[src/rtl/fetch_ctrl_if.sv]
// Signal bundle between the Y86-64 pipeline datapath (master) and its fetch/hazard
// controller (slave).
interface fetch_ctrl_if;
    logic [3:0]  f_icode;
    logic [63:0] f_valC;
    logic [63:0] f_valP;
    logic        f_instr_valid;
    logic        f_imem_error;
    logic        f_hlt;
    logic [3:0]  d_srcA;
    logic [3:0]  d_srcB;
    logic [3:0]  E_icode;
    logic [3:0]  E_dstM;
    logic [3:0]  D_icode;
    logic [3:0]  M_icode;
    logic [3:0]  W_icode;
    logic        M_Cnd;
    logic [63:0] M_valA;
    logic [63:0] W_valM;
    logic [63:0] PC;
    logic        F_stall;
    logic        D_stall;
    logic        D_bubble;
    logic        E_bubble;
    logic [1:0]  stat;
    logic        done;

    modport master (
        output f_icode, f_valC, f_valP, f_instr_valid, f_imem_error, f_hlt,
               d_srcA, d_srcB, E_icode, E_dstM, D_icode, M_icode, W_icode,
               M_Cnd, M_valA, W_valM,
        input  PC, F_stall, D_stall, D_bubble, E_bubble, stat, done
    );

    modport slave (
        input  f_icode, f_valC, f_valP, f_instr_valid, f_imem_error, f_hlt,
               d_srcA, d_srcB, E_icode, E_dstM, D_icode, M_icode, W_icode,
               M_Cnd, M_valA, W_valM,
        output PC, F_stall, D_stall, D_bubble, E_bubble, stat, done
    );
endinterface

[src/rtl/fetch_ctrl.sv]
// Y86-64 fetch controller: PC selection, branch/return/load-use hazard control and
// a RUN/DRAIN/STOP sequencer that lets older instructions retire after a halt or fault.
module fetch_ctrl #(
    parameter logic [63:0] RESET_PC     = 64'd0,
    parameter int          DRAIN_CYCLES = 4      // legal range 1..7 (3-bit counter)
) (
    input  logic         clk,
    input  logic         rst,
    fetch_ctrl_if.slave  bus
);
    localparam logic [3:0] IC_JXX   = 4'h7;
    localparam logic [3:0] IC_CALL  = 4'h8;
    localparam logic [3:0] IC_RET   = 4'h9;
    localparam logic [3:0] IC_MRMOV = 4'h5;
    localparam logic [3:0] IC_POP   = 4'hB;
    localparam logic [3:0] REG_NONE = 4'hF;
    localparam logic [2:0] DRAIN_LOAD = 3'(DRAIN_CYCLES);

    typedef enum logic [1:0] {S_RUN, S_DRAIN, S_STOP} state_t;
    typedef enum logic [1:0] {STAT_AOK, STAT_HLT, STAT_ADR, STAT_INS} stat_t;

    state_t      r_state, w_state_nxt;
    stat_t       r_stat, w_stat_nxt;
    logic [63:0] r_pred_pc, w_pred_pc_nxt;
    logic [2:0]  r_cnt, w_cnt_nxt;

    logic        w_mispredict, w_ret_pend, w_load_use, w_fault;
    logic [63:0] w_pred_fetch;
    logic        w_f_stall, w_d_stall, w_d_bubble, w_e_bubble, w_done;

    assign w_mispredict = (bus.M_icode == IC_JXX) && !bus.M_Cnd;
    assign w_ret_pend   = (bus.D_icode == IC_RET) || (bus.E_icode == IC_RET) ||
                          (bus.M_icode == IC_RET);
    assign w_load_use   = ((bus.E_icode == IC_MRMOV) || (bus.E_icode == IC_POP)) &&
                          (bus.E_dstM != REG_NONE) &&
                          ((bus.E_dstM == bus.d_srcA) || (bus.E_dstM == bus.d_srcB));
    assign w_fault      = bus.f_imem_error || !bus.f_instr_valid || bus.f_hlt;
    assign w_pred_fetch = ((bus.f_icode == IC_JXX) || (bus.f_icode == IC_CALL)) ?
                          bus.f_valC : bus.f_valP;

    // Wrong-path recovery first, then a pending return address, then the prediction.
    assign bus.PC = w_mispredict            ? bus.M_valA :
                    (bus.W_icode == IC_RET) ? bus.W_valM : r_pred_pc;

    always_comb begin
        // NOTE: every output gets a default before the case so no path infers a latch.
        w_state_nxt   = r_state;
        w_stat_nxt    = r_stat;
        w_pred_pc_nxt = r_pred_pc;
        w_cnt_nxt     = r_cnt;
        w_f_stall     = 1'b0;
        w_d_stall     = 1'b0;
        w_d_bubble    = 1'b0;
        w_e_bubble    = 1'b0;
        w_done        = 1'b0;

        case (r_state)
            S_RUN: begin
                w_f_stall  = w_load_use | w_ret_pend;
                w_d_stall  = w_load_use & !w_mispredict;
                w_d_bubble = w_mispredict | (w_ret_pend & !w_load_use);
                w_e_bubble = w_mispredict | w_load_use;
                if (!w_f_stall) begin
                    w_pred_pc_nxt = w_pred_fetch;
                    // A fault fetched alongside a mispredict is wrong-path and ignored.
                    if (!w_mispredict && w_fault) begin
                        w_state_nxt = S_DRAIN;
                        w_cnt_nxt   = DRAIN_LOAD;
                        if (bus.f_imem_error)       w_stat_nxt = STAT_ADR;
                        else if (!bus.f_instr_valid) w_stat_nxt = STAT_INS;
                        else                        w_stat_nxt = STAT_HLT;
                    end
                end
            end
            S_DRAIN: begin
                w_f_stall  = 1'b1;
                w_d_bubble = 1'b1;
                w_e_bubble = w_mispredict;
                if (w_mispredict) begin
                    w_state_nxt   = S_RUN;
                    w_stat_nxt    = STAT_AOK;
                    w_pred_pc_nxt = bus.M_valA;
                    w_cnt_nxt     = 3'd0;
                end else begin
                    w_cnt_nxt = r_cnt - 3'd1;
                    if (r_cnt == 3'd1) w_state_nxt = S_STOP;
                end
            end
            S_STOP: begin
                w_f_stall  = 1'b1;
                w_d_bubble = 1'b1;
                w_done     = 1'b1;
            end
            default: w_state_nxt = S_RUN;
        endcase
    end

    always_ff @(posedge clk) begin
        // NOTE: non-blocking assignments so every register samples pre-edge values.
        if (rst) begin
            r_state   <= S_RUN;
            r_stat    <= STAT_AOK;
            r_pred_pc <= RESET_PC;
            r_cnt     <= 3'd0;
        end else begin
            r_state   <= w_state_nxt;
            r_stat    <= w_stat_nxt;
            r_pred_pc <= w_pred_pc_nxt;
            r_cnt     <= w_cnt_nxt;
        end
    end

    assign bus.F_stall  = w_f_stall;
    assign bus.D_stall  = w_d_stall;
    assign bus.D_bubble = w_d_bubble;
    assign bus.E_bubble = w_e_bubble;
    assign bus.stat     = r_stat;
    assign bus.done     = w_done;
endmodule

[src/flat_wrapper.sv]
// flat-port wrapper written by rule: the top's interface ports become plain ports
module fetch_ctrl_flat 
#(
    parameter logic [63:0] RESET_PC     = 64'd0,
    parameter int          DRAIN_CYCLES = 4                                         
)
  (clk, rst, bus_f_icode, bus_f_valC, bus_f_valP, bus_f_instr_valid, bus_f_imem_error, bus_f_hlt, bus_d_srcA, bus_d_srcB, bus_E_icode, bus_E_dstM, bus_D_icode, bus_M_icode, bus_W_icode, bus_M_Cnd, bus_M_valA, bus_W_valM, bus_PC, bus_F_stall, bus_D_stall, bus_D_bubble, bus_E_bubble, bus_stat, bus_done);
  fetch_ctrl_if bus_i ();
  input  logic clk;
  input  logic rst;
  input wire logic [$bits(bus_i.f_icode)-1:0] bus_f_icode;
  input wire logic [$bits(bus_i.f_valC)-1:0] bus_f_valC;
  input wire logic [$bits(bus_i.f_valP)-1:0] bus_f_valP;
  input wire logic [$bits(bus_i.f_instr_valid)-1:0] bus_f_instr_valid;
  input wire logic [$bits(bus_i.f_imem_error)-1:0] bus_f_imem_error;
  input wire logic [$bits(bus_i.f_hlt)-1:0] bus_f_hlt;
  input wire logic [$bits(bus_i.d_srcA)-1:0] bus_d_srcA;
  input wire logic [$bits(bus_i.d_srcB)-1:0] bus_d_srcB;
  input wire logic [$bits(bus_i.E_icode)-1:0] bus_E_icode;
  input wire logic [$bits(bus_i.E_dstM)-1:0] bus_E_dstM;
  input wire logic [$bits(bus_i.D_icode)-1:0] bus_D_icode;
  input wire logic [$bits(bus_i.M_icode)-1:0] bus_M_icode;
  input wire logic [$bits(bus_i.W_icode)-1:0] bus_W_icode;
  input wire logic [$bits(bus_i.M_Cnd)-1:0] bus_M_Cnd;
  input wire logic [$bits(bus_i.M_valA)-1:0] bus_M_valA;
  input wire logic [$bits(bus_i.W_valM)-1:0] bus_W_valM;
  output wire logic [$bits(bus_i.PC)-1:0] bus_PC;
  output wire logic [$bits(bus_i.F_stall)-1:0] bus_F_stall;
  output wire logic [$bits(bus_i.D_stall)-1:0] bus_D_stall;
  output wire logic [$bits(bus_i.D_bubble)-1:0] bus_D_bubble;
  output wire logic [$bits(bus_i.E_bubble)-1:0] bus_E_bubble;
  output wire logic [$bits(bus_i.stat)-1:0] bus_stat;
  output wire logic [$bits(bus_i.done)-1:0] bus_done;
  assign bus_i.f_icode = bus_f_icode;
  assign bus_i.f_valC = bus_f_valC;
  assign bus_i.f_valP = bus_f_valP;
  assign bus_i.f_instr_valid = bus_f_instr_valid;
  assign bus_i.f_imem_error = bus_f_imem_error;
  assign bus_i.f_hlt = bus_f_hlt;
  assign bus_i.d_srcA = bus_d_srcA;
  assign bus_i.d_srcB = bus_d_srcB;
  assign bus_i.E_icode = bus_E_icode;
  assign bus_i.E_dstM = bus_E_dstM;
  assign bus_i.D_icode = bus_D_icode;
  assign bus_i.M_icode = bus_M_icode;
  assign bus_i.W_icode = bus_W_icode;
  assign bus_i.M_Cnd = bus_M_Cnd;
  assign bus_i.M_valA = bus_M_valA;
  assign bus_i.W_valM = bus_W_valM;
  assign bus_PC = bus_i.PC;
  assign bus_F_stall = bus_i.F_stall;
  assign bus_D_stall = bus_i.D_stall;
  assign bus_D_bubble = bus_i.D_bubble;
  assign bus_E_bubble = bus_i.E_bubble;
  assign bus_stat = bus_i.stat;
  assign bus_done = bus_i.done;
  fetch_ctrl #(.RESET_PC(RESET_PC), .DRAIN_CYCLES(DRAIN_CYCLES)) u_core (.clk(clk), .rst(rst), .bus(bus_i));
endmodule
[config.mk]
export PLATFORM = sky130hd
export DESIGN_NAME = fetch_ctrl_flat
export DESIGN_NICKNAME = d
export VERILOG_FILES = /design/src/rtl/fetch_ctrl_if.sv /design/src/rtl/fetch_ctrl.sv /design/src/flat_wrapper.sv
export SDC_FILE = /design/constraint.sdc
export NUM_CORES = 1
export LEC_CHECK = 0
export ABC_AREA = 1
export BUFFER_PORTS_ARGS = -buffer_cell sky130_fd_sc_hd__buf_2
export CELL_PAD_IN_SITES_DETAIL_PLACEMENT = 0
export CELL_PAD_IN_SITES_GLOBAL_PLACEMENT = 2
export CORE_AREA = 2 2 178 180
export CTS_CLUSTER_SIZE = 24
export DETAILED_ROUTE_END_ITERATION = 10
export DIE_AREA = 0 0 180 182
export GPL_TIMING_DRIVEN = 1
export PLACE_DENSITY = 0.91
export SYNTH_ARGS = -nofsm -noshare
export SYNTH_HDL_FRONTEND = slang
export SYNTH_SLANG_ARGS = --single-unit
[constraint.sdc]
create_clock -name clk -period 2.55 [get_ports clk]
set_input_delay 0.51 -clock clk [delete_from_list [all_inputs] [get_ports clk]]
set_output_delay 0.51 -clock clk [all_outputs]
set_load 0.005 [all_outputs]
==> flow_metrics.env, run 1 <==
export IMPL_synth_warnings=0
export IMPL_synth_fp_nets=1582
export IMPL_cts_root_buffer="clkbuf_16"
export IMPL_dieArea_um2=32800
export IMPL_finalHoldViolCount=0
export IMPL_clock_skew_ps=7.34
export IMPL_use_met1=0.199
export IMPL_core_um2=31000
export IMPL_vias=8824
export IMPL_grt_pass1_vias=8514
export IMPL_min_period_over_period=0.926
export IMPL_syn_inst=1282
export IMPL_ys_top_cells_by_area="nand2_1 23%, dfxtp_1 20%, inv_1 12%"
export IMPL_netlist_area_um2=7040
export IMPL_drt_wl_total_um=27600
export IMPL_grtUsageMet2=0.293
export IMPL_clk_path_buf_depth=2
export IMPL_drive_gt1_frac=0.303
export IMPL_grt_usage=0.163
export IMPL_synth_top_area_frac=0.234
export IMPL_cp_required_ps=2040
export IMPL_synth_distinct_cells=27
export IMPL_synth_commonest_cells="438 x nand2_1, 224 x inv_1, 138 x nand3_1"
export IMPL_ios=365
export IMPL_cp_max_fo=128
export IMPL_grt_use_met3=0.0285
export IMPL_h_tree_depth=3
export IMPL_area_growth_pct=35.0
export IMPL_multiInputGateArea_um2=4300
export IMPL_syn_avg_cell_area_um2=5.49
export IMPL_nets=1885
export IMPL_crit_path_end_kind="output pin"
export IMPL_cts_buffers=9
export IMPL_fillers=3582
export IMPL_setup_violations=0
export IMPL_worstMarginPinSlew_ps=615
export IMPL_max_freq_mhz=423
export IMPL_path_class="in -> out"
export IMPL_top_usage_layer="met2"
export IMPL_p_leak_uw=0.00580
export IMPL_cts_setup_buffers=0
export IMPL_rsz0062_at_grt="no"
export IMPL_clkTransAtPathRegs_ps=60
export IMPL_drc=0
export IMPL_cts_sinks=71
export IMPL_port_buffer_count=364
export IMPL_synth_top_family_by_area="simple AND/OR/NAND/NOR gates"
export IMPL_synthArstFlopShare=0
export IMPL_synthXorXnorAreaFrac=0.00124
export IMPL_ys_flop_type="dfxtp_1"
export IMPL_tritoncts="done"
export IMPL_gp_congestion=0.789
export IMPL_dp_hpwl_um=20600
export IMPL_hp_class="in -> reg"
export IMPL_ys_ff_latch=71
export IMPL_p_per_area_nw_per_um2=863
export IMPL_seq_area_um2=1420
export IMPL_cp_arrival_ps=1850
export IMPL_first_pass_iters=7
export IMPL_ir_drop_mv=0.320
export IMPL_synthSimpleGateAreaFrac=0.469
export IMPL_grt_max_degree=129
export IMPL_min_period_ps=2360
export IMPL_grt_overflow=0
export IMPL_synth_edff_count=0
export IMPL_postRouteAntennaNets=0
export IMPL_fin_hold_ws_ps=395
export IMPL_synth_area_leader_cell="nand2_1"
export IMPL_drv_cap=0
export IMPL_maxSlewHeadroom=0.590
export IMPL_clock_latency_ps=330
export IMPL_cts_resized=0
export IMPL_startpoint_type="input pin"
export IMPL_ys_seq_area_frac=0.202
export IMPL_antenna_found_initial=2
export IMPL_grt_pass1_wl_um=43400
export IMPL_setup_tns_final_ps=0
export IMPL_maxSlewViolCount=0
export IMPL_synth_area_mux_share=0
export IMPL_initial_core_util=0.227
export IMPL_synth_compound_area_frac=0.124
export IMPL_die_w_um=180
export IMPL_drt_iter0_drc=469
export IMPL_synth_most_common_cell="nand2_1"
export IMPL_synth_adder_area_share=0.0107
export IMPL_viasPerCell=4.43
export IMPL_ctsHoldBuffers=0
export IMPL_status="complete, no violations"
export IMPL_wl_per_cell_um=13.8
export IMPL_die_h_um=182
export IMPL_rows=65
## flip-flops by register name, indices dropped and copies added (netlist names)
signal            cells
u_core.r_pred_pc     64
u_core.r_cnt          3
u_core.bus.stat       2
u_core.r_state        2
## per-layer routing
layer	wire length, µm	up-vias	part of all wire
met1	12200	3931	0.44
met5	0	-	0
met3	1380	22	0.050
met4	405	0	0.015
met2	13600	234	0.49
li1	-	4637	-
## layout by cell type (no fill, tap or decap), types with 2 or more instances in the layout
cell type	n
a21oi_1	5
buf_12	7
buf_2	364
buf_4	19
clkbuf_1	2
clkbuf_16	9
clkinv_4	2
dfxtp_1	71
diode_2	2
ha_1	5
inv_1	222
inv_2	5
nand2_1	435
nand2_2	4
nand2_4	2
nand3_1	138
nand3_4	2
nand4_1	70
nor2_1	27
nor2_2	59
o211ai_1	65
o21ai_0	64
## final timing paths
path	cells after the start	to	slack [ps]	from
min reg2reg	2	u_core.bus.stat[1]	470	u_core.bus.stat[1]
max reg2reg	10	u_core.r_state[1]	510	u_core.r_state[1]
min	2	u_core.r_cnt[1]	400	rst
max	7	bus_PC[37]	190	bus_W_icode[1]
## logic make-up (layout without fill, tap and decap cells)
kind of cell / Yosys count / after routing
simple gates: 739 / 739
buf+inv: 326 / 634
compound gates: 139 / 139
flops: 71 / 71
fa+ha+maj: 6 / 6
xor+xnor: 1 / 1
other cells: 0 / 2
## area by class of cell
class,count,share of cell area
Tap cell,402,0.0530
Sequential cell,71,0.150
Clock buffer,12,0.0260
Multi-Input combinational cell,885,0.453
Antenna cell,2,0.000527
Inverter,228,0.0904
Clock inverter,4,0.00580
Timing Repair Buffer,390,0.222
## metrics by stage
step / setup slack (ps) / std cells / total power (µW) / instance area [µm²] / util
after floorplan: 582 / 1282 / 5380 / 7040 / -
after global placement: 214 / 1976 / 6930 / 9190 / 0.297
after detailed placement: 251 / 1976 / 6970 / 9190 / 0.297
after CTS: 206 / 1992 / 8360 / 9490 / 0.306
after global routing: 83.5 / 1994 / 9160 / 9500 / 0.306
final: 188 / 1994 / 8200 / 9500 / 0.306
## power breakdown
part | switching, µW | leakage [µW] | internal [µW] | total [µW]
Sequential | 115 | 0.000591 | 1550 | 1670
Combinational | 3160 | 0.00506 | 2070 | 5230
Clock | 516 | 0.000143 | 789 | 1310
## critical path: stages
cell and delay [ps]:
buf_2 90, nor3_1 310, inv_4 50, buf_12 230, o211ai_1 270, o21ai_0 120
buf_2 140
(Power assumes the default switching activity.)
==> run 2: changes to the inputs <==
--- a/config.mk
+++ b/config.mk
@@ -7,14 +7,14 @@
 export LEC_CHECK = 0
 export ABC_AREA = 1
 export BUFFER_PORTS_ARGS = -buffer_cell sky130_fd_sc_hd__buf_2
-export CELL_PAD_IN_SITES_DETAIL_PLACEMENT = 0
+export CELL_PAD_IN_SITES_DETAIL_PLACEMENT = 1
 export CELL_PAD_IN_SITES_GLOBAL_PLACEMENT = 2
 export CORE_AREA = 2 2 178 180
 export CTS_CLUSTER_SIZE = 24
 export DETAILED_ROUTE_END_ITERATION = 10
 export DIE_AREA = 0 0 180 182
 export GPL_TIMING_DRIVEN = 1
-export PLACE_DENSITY = 0.91
+export PLACE_DENSITY_LB_ADDON = 0.1
 export SYNTH_ARGS = -nofsm -noshare
 export SYNTH_HDL_FRONTEND = slang
 export SYNTH_SLANG_ARGS = --single-unit
==> flow_metrics.env, run 2 (synthesis results as in run 1) <==
export IMPL_status="complete, no violations"
export IMPL_core_um2=31000
export IMPL_cts_buffers=9
export IMPL_drive_gt1_frac=0.305
export IMPL_setup_tns_final_ps=0
export IMPL_p_per_area_nw_per_um2=879
export IMPL_clock_skew_ps=10.5
export IMPL_ff2ff_setup_slack_ps=500
export IMPL_min_period_over_period=0.890
export IMPL_min_period_ps=2270
export IMPL_vias=9092
export IMPL_gp_congestion=0.745
export IMPL_initial_core_util=0.227
export IMPL_drt_iter0_drc=223
export IMPL_min_path_cells=2
export IMPL_cp_max_fo=7
export IMPL_fin_hold_ws_ps=388
export IMPL_antenna_found_initial=6
export IMPL_cp_required_ps=2040
export IMPL_wl_met2_um=15300
export IMPL_hp_class="in -> reg"
export IMPL_r2r_start="u_core.r_state[1]"
export IMPL_cp_arrival_ps=1760
export IMPL_postRouteAntennaNets=0
export IMPL_drt_wl_total_um=30800
export IMPL_max_freq_mhz=441
export IMPL_ir_drop_mv=0.450
export IMPL_grt_pass1_vias=9327
export IMPL_min_delay_start="rst"
export IMPL_ios=365
export IMPL_area_growth_pct=35.7
export IMPL_dieArea_um2=32800
export IMPL_rsz0062_at_grt="no"
export IMPL_cts_sinks=71
export IMPL_grt_usage=0.185
export IMPL_startpoint_type="flip-flop"
export IMPL_fin_util=0.308
export IMPL_hold_path_endpoint="u_core.r_cnt[1]"
export IMPL_setup_violations=0
export IMPL_top_register="u_core.r_pred_pc"
export IMPL_die_w_um=180
export IMPL_clock_latency_ps=350
export IMPL_maxSlewHeadroom=0.593
export IMPL_drv_cap=0
export IMPL_largest_reg_flops=64
export IMPL_final_common_cell="nand2_1"
export IMPL_cts_resized=0
export IMPL_tritoncts="done"
export IMPL_p_leak_uw=0.00582
export IMPL_grt_pass1_wl_um=49100
export IMPL_top_layer_used="met5"
export IMPL_wl_per_cell_um=15.4
export IMPL_grt_overflow=0
export IMPL_cts_setup_buffers=0
export IMPL_layout_common_cells="435 x nand2_1, 364 x buf_2, 222 x inv_1, 138 x nand3_1, 71 x dfxtp_1"
export IMPL_largestRegisters="u_core.r_pred_pc: 64 flops, u_core.r_cnt: 3 flops"
export IMPL_maxSlewViolCount=0
export IMPL_grt_max_degree=69
export IMPL_reg2regPathDepth=9
export IMPL_worstMarginPinSlew_ps=611
export IMPL_h_tree_depth=3
export IMPL_die_h_um=182
export IMPL_crit_path_end_kind="output pin"
export IMPL_clkTransAtPathRegs_ps=70
export IMPL_viasPerCell=4.55
export IMPL_nets=1887
export IMPL_wl_met1_um=13400
export IMPL_cts_root_buffer="clkbuf_16"
export IMPL_rows=65
export IMPL_worstReg2RegEnd="u_core.r_pred_pc[22]"
export IMPL_fillers=4174
export IMPL_first_pass_iters=4
export IMPL_path_class="reg -> out"
export IMPL_met3_length_um=1740
export IMPL_ctsHoldBuffers=0
export IMPL_clk_path_buf_depth=2
export IMPL_finalHoldViolCount=0
export IMPL_dp_hpwl_um=22900
export IMPL_port_buffer_count=364
export IMPL_drc=0
==> run 2: cell types whose count changed in the layout (fill, tap and decap cells not counted), sizes merged <==
cell	delta
inv	+1
clkbuf	-3
diode	+1
bufinv	+1
clkinv	-1
clkinvlp	+2
buf	+2
==> run 2: worst max path at each step <==
stage / startpoint / endpoint / slack [ps] / depth (start not counted)
floorplan: bus_M_icode[2] / bus_F_stall / 580 / 7
global placement: bus_M_icode[2] / bus_PC[37] / 290 / 8
detailed placement: bus_M_icode[2] / bus_PC[37] / 270 / 8
CTS: u_core.r_state[1] / bus_F_stall / 250 / 6
global route: bus_M_icode[1] / bus_PC[38] / 100 / 8
finish: u_core.r_state[1] / bus_F_stall / 280 / 6
==> run 2: worst max-delay path, cell delays in order, from the launching register on <==
cell     delay [ps]
dfxtp_1         330
inv_1           130
ha_1            370
nand3_4         180
a31o_2          230
inv_1            40
buf_2           120
==> run 2: routing by layer <==
metal | global-route usage | vias to the layer above
li1 | - | 4643
met4 | 0.0423 | 8
met2 | 0.332 | 201
met5 | 0 | -
met3 | 0.0417 | 26
met1 | 0.225 | 4214
==> run 2: power breakdown <==
group | leakage, µW | internal, µW | switching [µW] | total (µW)
clock network | 0.000148 | 859 | 546 | 1400
registers | 0.000591 | 1550 | 117 | 1670
logic | 0.00508 | 2080 | 3240 | 5320
total | 0.00582 | 4490 | 3900 | 8390
==> run 2: area by class of cell <==
class / count / area (µm²) / area share
inverter: 228 / 858 / 0.0899
clock inverter: 7 / 96.3 / 0.0101
sequential: 71 / 1420 / 0.149
timing repair buffer: 392 / 2130 / 0.223
antenna: 3 / 7.51 / 0.000786
multi-input combinational: 885 / 4300 / 0.451
tap: 402 / 503 / 0.0527
clock buffer: 9 / 225 / 0.0236
==> run 2: per-stage QoR <==
stage,std cells,instance area [µm²],total power [µW],setup WS (ps)
floorplan,1282,7040,5380,582
global placement,1978,9220,7060,291
detailed placement,1978,9220,7140,269
CTS,1994,9540,8620,246
global route,1996,9540,9380,99.4
finish,1997,9550,8390,281
